## src/rtl/mdu_issue_ctrl.sv

```systemverilog
// mdu_issue_ctrl: issue/hazard controller in front of the multiply/divide unit.
// Gates the MDU start, mirrors the MDU busy window with a local countdown,
// raises the D-stage stall for MDU hazards and latches a sticky error when an
// E-stage compute op arrives while the unit is still busy.
module mdu_issue_ctrl #(
  parameter int MUL_LAT = 5,   // busy cycles after MULT/MULTU start, 1..15
  parameter int DIV_LAT = 10   // busy cycles after DIV/DIVU start, 1..15
) (
  input  logic       clk,
  input  logic       reset,     // async, active low
  input  logic       E_Valid,
  input  logic [3:0] E_MDUOp,
  input  logic [3:0] D_MDUOp,
  input  logic       IntReq,
  input  logic       ERET,
  output logic       MDU_Start,
  output logic [3:0] MDU_Op,
  output logic       Busy,
  output logic       Stall,
  output logic       Err
);

  // Op encoding shared by the E and D stages; 9..15 decode as NONE.
  localparam logic [3:0] OP_NONE  = 4'd0;
  localparam logic [3:0] OP_MULT  = 4'd1;
  localparam logic [3:0] OP_MULTU = 4'd2;
  localparam logic [3:0] OP_DIV   = 4'd3;
  localparam logic [3:0] OP_DIVU  = 4'd4;
  localparam logic [3:0] OP_MFHI  = 4'd5;
  localparam logic [3:0] OP_MTLO  = 4'd8;

  // Countdown reload values; the counter is 4 bits so latencies cap at 15.
  localparam logic [3:0] MUL_CNT = 4'(MUL_LAT);
  localparam logic [3:0] DIV_CNT = 4'(DIV_LAT);

  typedef enum logic {
    IDLE = 1'b0,
    RUN  = 1'b1
  } state_t;

  state_t     state;
  logic [3:0] cnt;

  logic e_mul, e_div, e_compute, e_move, e_any;
  logic d_any;
  logic issue_ok;

  // Op-class decode for the E and D stages.
  always_comb begin
    e_mul     = (E_MDUOp == OP_MULT) || (E_MDUOp == OP_MULTU);
    e_div     = (E_MDUOp == OP_DIV)  || (E_MDUOp == OP_DIVU);
    e_compute = e_mul || e_div;
    e_move    = (E_MDUOp >= OP_MFHI) && (E_MDUOp <= OP_MTLO);
    e_any     = e_compute || e_move;
    d_any     = (D_MDUOp != OP_NONE) && (D_MDUOp <= OP_MTLO);
  end

  assign Busy = (state == RUN);

  // A compute op may start only when the unit is idle and no interrupt/ERET
  // is flushing the pipe; the reset term keeps Start quiet while held in reset.
  assign issue_ok  = reset & E_Valid & e_compute & ~Busy & ~IntReq & ~ERET;
  assign MDU_Start = issue_ok;

  // Moves are forwarded even under IntReq/ERET; the MDU suppresses the write.
  assign MDU_Op = (E_Valid && e_any) ? E_MDUOp : OP_NONE;

  // Any MDU op in D must wait while the unit is busy or is being started now,
  // so MFHI/MFLO never read stale HI/LO.
  assign Stall = d_any & (Busy | MDU_Start);

  // Busy-window FSM with countdown, plus the sticky back-to-back error flag.
  always_ff @(posedge clk or negedge reset) begin
    if (!reset) begin
      state <= IDLE;
      cnt   <= 4'd0;
      Err   <= 1'b0;
    end else begin
      // An issue attempt while busy means the upstream stall was ignored.
      if (E_Valid && e_compute && Busy)
        Err <= 1'b1;
      case (state)
        IDLE: begin
          if (issue_ok) begin
            state <= RUN;
            cnt   <= e_mul ? MUL_CNT : DIV_CNT;
          end
        end
        RUN: begin
          // Interrupts never cancel an in-flight op; the countdown just runs out.
          if (cnt == 4'd1) begin
            state <= IDLE;
            cnt   <= 4'd0;
          end else begin
            cnt <= cnt - 4'd1;
          end
        end
        default: begin
          state <= IDLE;
          cnt   <= 4'd0;
        end
      endcase
    end
  end

endmodule
```

## config.mk

```make
export PLATFORM = sky130hd
export DESIGN_NAME = mdu_issue_ctrl
export DESIGN_NICKNAME = d
export VERILOG_FILES = /design/src/rtl/mdu_issue_ctrl.sv
export SDC_FILE = /design/constraint.sdc
export NUM_CORES = 1
export LEC_CHECK = 0
export CAP_MARGIN = 0
export CORE_AREA = 2 2 39 41
export CTS_CLUSTER_SIZE = 12
export DETAILED_ROUTE_END_ITERATION = 10
export DIE_AREA = 0 0 41 43
export PLACE_DENSITY = 0.7
export SLEW_MARGIN = 10
export SYNTH_ARGS = -nofsm -noshare
export SYNTH_HDL_FRONTEND = slang
export SYNTH_SLANG_ARGS = --single-unit
```

## constraint.sdc

```tcl
create_clock -name clk -period 3.5 [get_ports clk]
set_input_delay 1.05 -clock clk [delete_from_list [all_inputs] [get_ports clk]]
set_output_delay 1.05 -clock clk [all_outputs]
set_load 0.02 [all_outputs]
```

==> results.yml <==
die:
  die_x_um: 41
  initial_core_util_pct: 34.0
  core_area_sq_mm: 0.00138
  num_rows: 14
  ioPinCount: 21
  die_area_sq_mm: 0.00176
  die_h_um: 43
global_routing:
  first_global_vias: 461
  antenna_found_initial: 0
  grt_pass1_wl_mm: 1.81
  gr-total-overflow: 0
  grt_max_degree: 10
  grt_use_total_pct: 15.6
detailed_routing:
  vias_per_cell: 4.97
  dr.pass1.iters: 4
  routed_wl_mm: 1.08
  drc: 0
  antenna_left: 0
  drtIter0Drc: 2
  routedWlPerCell_um: 11.9
  vias: 452
final_layout:
  layout.nets: 92
  final_util_pct: 54.2
  final_layout_size_suffix_gt1_share_pct: 24.0
  area_growth_pct: 59.3
  stdcell_count: 91
  final_common_cell: "clkdlybuf4s50_1"
  final_cell_mix: "14 x clkdlybuf4s50_1, 7 x buf_4, 6 x dfrtp_1"
  antenna_cells: 0
timing:
  rsz0062_at_grt: "no"
  max_slew_margin_pct: 76.8
  finalHoldViolCount: 0
  period_share_pct: 97.6
  fin_skew_ps: 0.828
  whs_ps: 469
  max_freq_mhz: 293
  drv_slew: 0
  fin_crit_ps: 3420
  worst_pin_slew_ps: 348
  setup_viol: 0
clock_network:
  clk_path_buf_depth: 2
  clkTransAtPathRegs_ps: 40
  cts_buffers: 3
  insertion_delay_ps: 250
  cts_tree: "yes"
  ctsHtreeMaxLevel: 1
  cts-root-buf: "clkbuf_4"
  cts_num_sinks: 6
setup_path:
  cpPeakStageDelay_ps: 480
  startpoint_type: "primary input"
  required_ps: 2450
  cp_slowest_cell: "clkdlybuf4s50_1"
  crit_fanout: 3
  arrival_ps: 2370
  cp-end-kind: "primary output"
  crit_chain: "clkdlybuf4s50_1, buf_4, nor4_1, dlygate4sd2_1"
  critical_path_class: "primary input to primary output"
synthesis:
  ys_warn_count: 0
  syn_inst: 46
  yosysSeqAreaShare_pct: 31.9
  synth_cell_type_count: 26
  synth-seq-cells: 6
  syn_nets: 61
  syn_area_per_cell_sq_um: 10.2
  syn_area_sq_um: 470
run:
  cap_violations: 0
status:
  outcome: "finished, final reports clean"
pwr:
  power.share.sequential_pct: 36.8
  powerDensity_mw_per_mm2: 497
  sw_frac_of_total_pct: 37.7
  total_power_mw: 0.373
  leakagePower_nw: 0.337
  power.share.clock_pct: 17.2
  cellInternalPower_mw: 0.232
  vdd_drop_max_v: 0.000174
  p_sw_mw: 0.140
  combPwrFrac_pct: 46.0
placement:
  placedCellCount: 88
  io_buffers: 20
  finalWeightedCongestion: 0.667
  dp_hpwl_um: 900
min_path:
  holdCritPathClass: "register to register"
## registers in the layout, summed over array words and instances, names as in the netlist
name / count
Busy: 1
cnt: 4
Err: 1
## worst paths after layout
check                           start        end  slack (ps)  cells past startpoint
min reg2reg                       Err        Err         470                      1
min in group asynchronous       reset     cnt[2]        1130                      2
max reg2reg                      Busy     cnt[1]        1820                      5
max                        E_MDUOp[0]  MDU_Op[3]          80                      4
min                               Err        Err         470                      1
max in group asynchronous       reset     cnt[3]        2260                      2
## cells by family (layout without fill, tap and decap cells)
logic type	Yosys count	count (layout)	synth area share (%)
DFF	6	6	31.9
and+or+nand+nor	20	20	32.7
AOI/OAI and AO/OA	11	11	20.7
buffers and inverters	5	34	5.58
adders and majority gates	2	2	5.32
xor gates and xnor gates	2	2	3.72
## metrics by stage
step,TNS [ps],cell area [sq um],worst slack (ps)
finish,0,749,82.7
floorplan,0,470,562
global placement,-735,732,-273
global route,0,749,5.24
CTS,0,753,5.16
detailed placement,-762,732,-303
## final cells by class
cell class	count	area, sq um
Clock buffer	3	22.5
Multi-Input combinational cell	35	300
Fill cell	137	634
Timing Repair Buffer	27	241
Tap cell	16	20.0
Sequential cell	6	150
Inverter	4	15.0
## metal layers
layer	vias up	track usage (%)	share of wire, %
met5	-	0	0
met4	0	14.0	3.4
met3	4	0.524	5.2
met2	19	24.7	51
met1	201	17.4	40
li1	228	-	-
## cells in the mapped netlist
| library cell | n | area, sq um |
|---|---|---|
| nand2_1 | 2 | 7.51 |
| nor2_1 | 3 | 11.3 |
| xnor2_1 | 1 | 8.76 |
| nor3_1 | 2 | 10.0 |
| o21ba_2 | 1 | 10.0 |
| xor2_1 | 1 | 8.76 |
| ha_1 | 2 | 25.0 |
| nor4b_4 | 1 | 23.8 |
| a311o_1 | 2 | 20.0 |
| o211ai_4 | 1 | 21.3 |
| nand3b_1 | 1 | 7.51 |
| a21oi_1 | 3 | 15.0 |
| nor4_4 | 1 | 21.3 |
| dfrtp_1 | 6 | 150 |
| a221oi_1 | 2 | 17.5 |
| nor4_1 | 1 | 6.26 |
| and2b_4 | 1 | 10.0 |
| buf_6 | 1 | 11.3 |
| a31o_2 | 1 | 8.76 |
| nor3b_2 | 1 | 12.5 |
| inv_1 | 4 | 15.0 |
| o21ai_0 | 1 | 5.00 |
| and2_1 | 3 | 18.8 |
| nand2b_1 | 2 | 12.5 |
| or3_1 | 1 | 6.26 |
| or2_1 | 1 | 6.26 |
## timing repair
item,in CTS,in global routing
gates resized for setup,7,2
endpoints found under the setup margin,6,1
pin swaps,0,0
cloned,0,0
hold buffers,0,0
setup buffers,0,0
## power groups by stage
stage | logic, mW | clock network, mW | registers (mW)
3_3_place_gp | 0.170 | 0 | 0.136
5_1_grt | 0.191 | 0.0692 | 0.141
6_report | 0.171 | 0.0643 | 0.137
2_1_floorplan | 0.120 | 0 | 0.131
4_1_cts | 0.175 | 0.0683 | 0.137
3_5_place_dp | 0.177 | 0 | 0.138
## critical path: cells and delay by family
family	cells	cell delay [ps]
buffers and inverters	3	1030
and+or+nand+nor	1	290
Note: power is estimated with default switching activity, not from simulation.
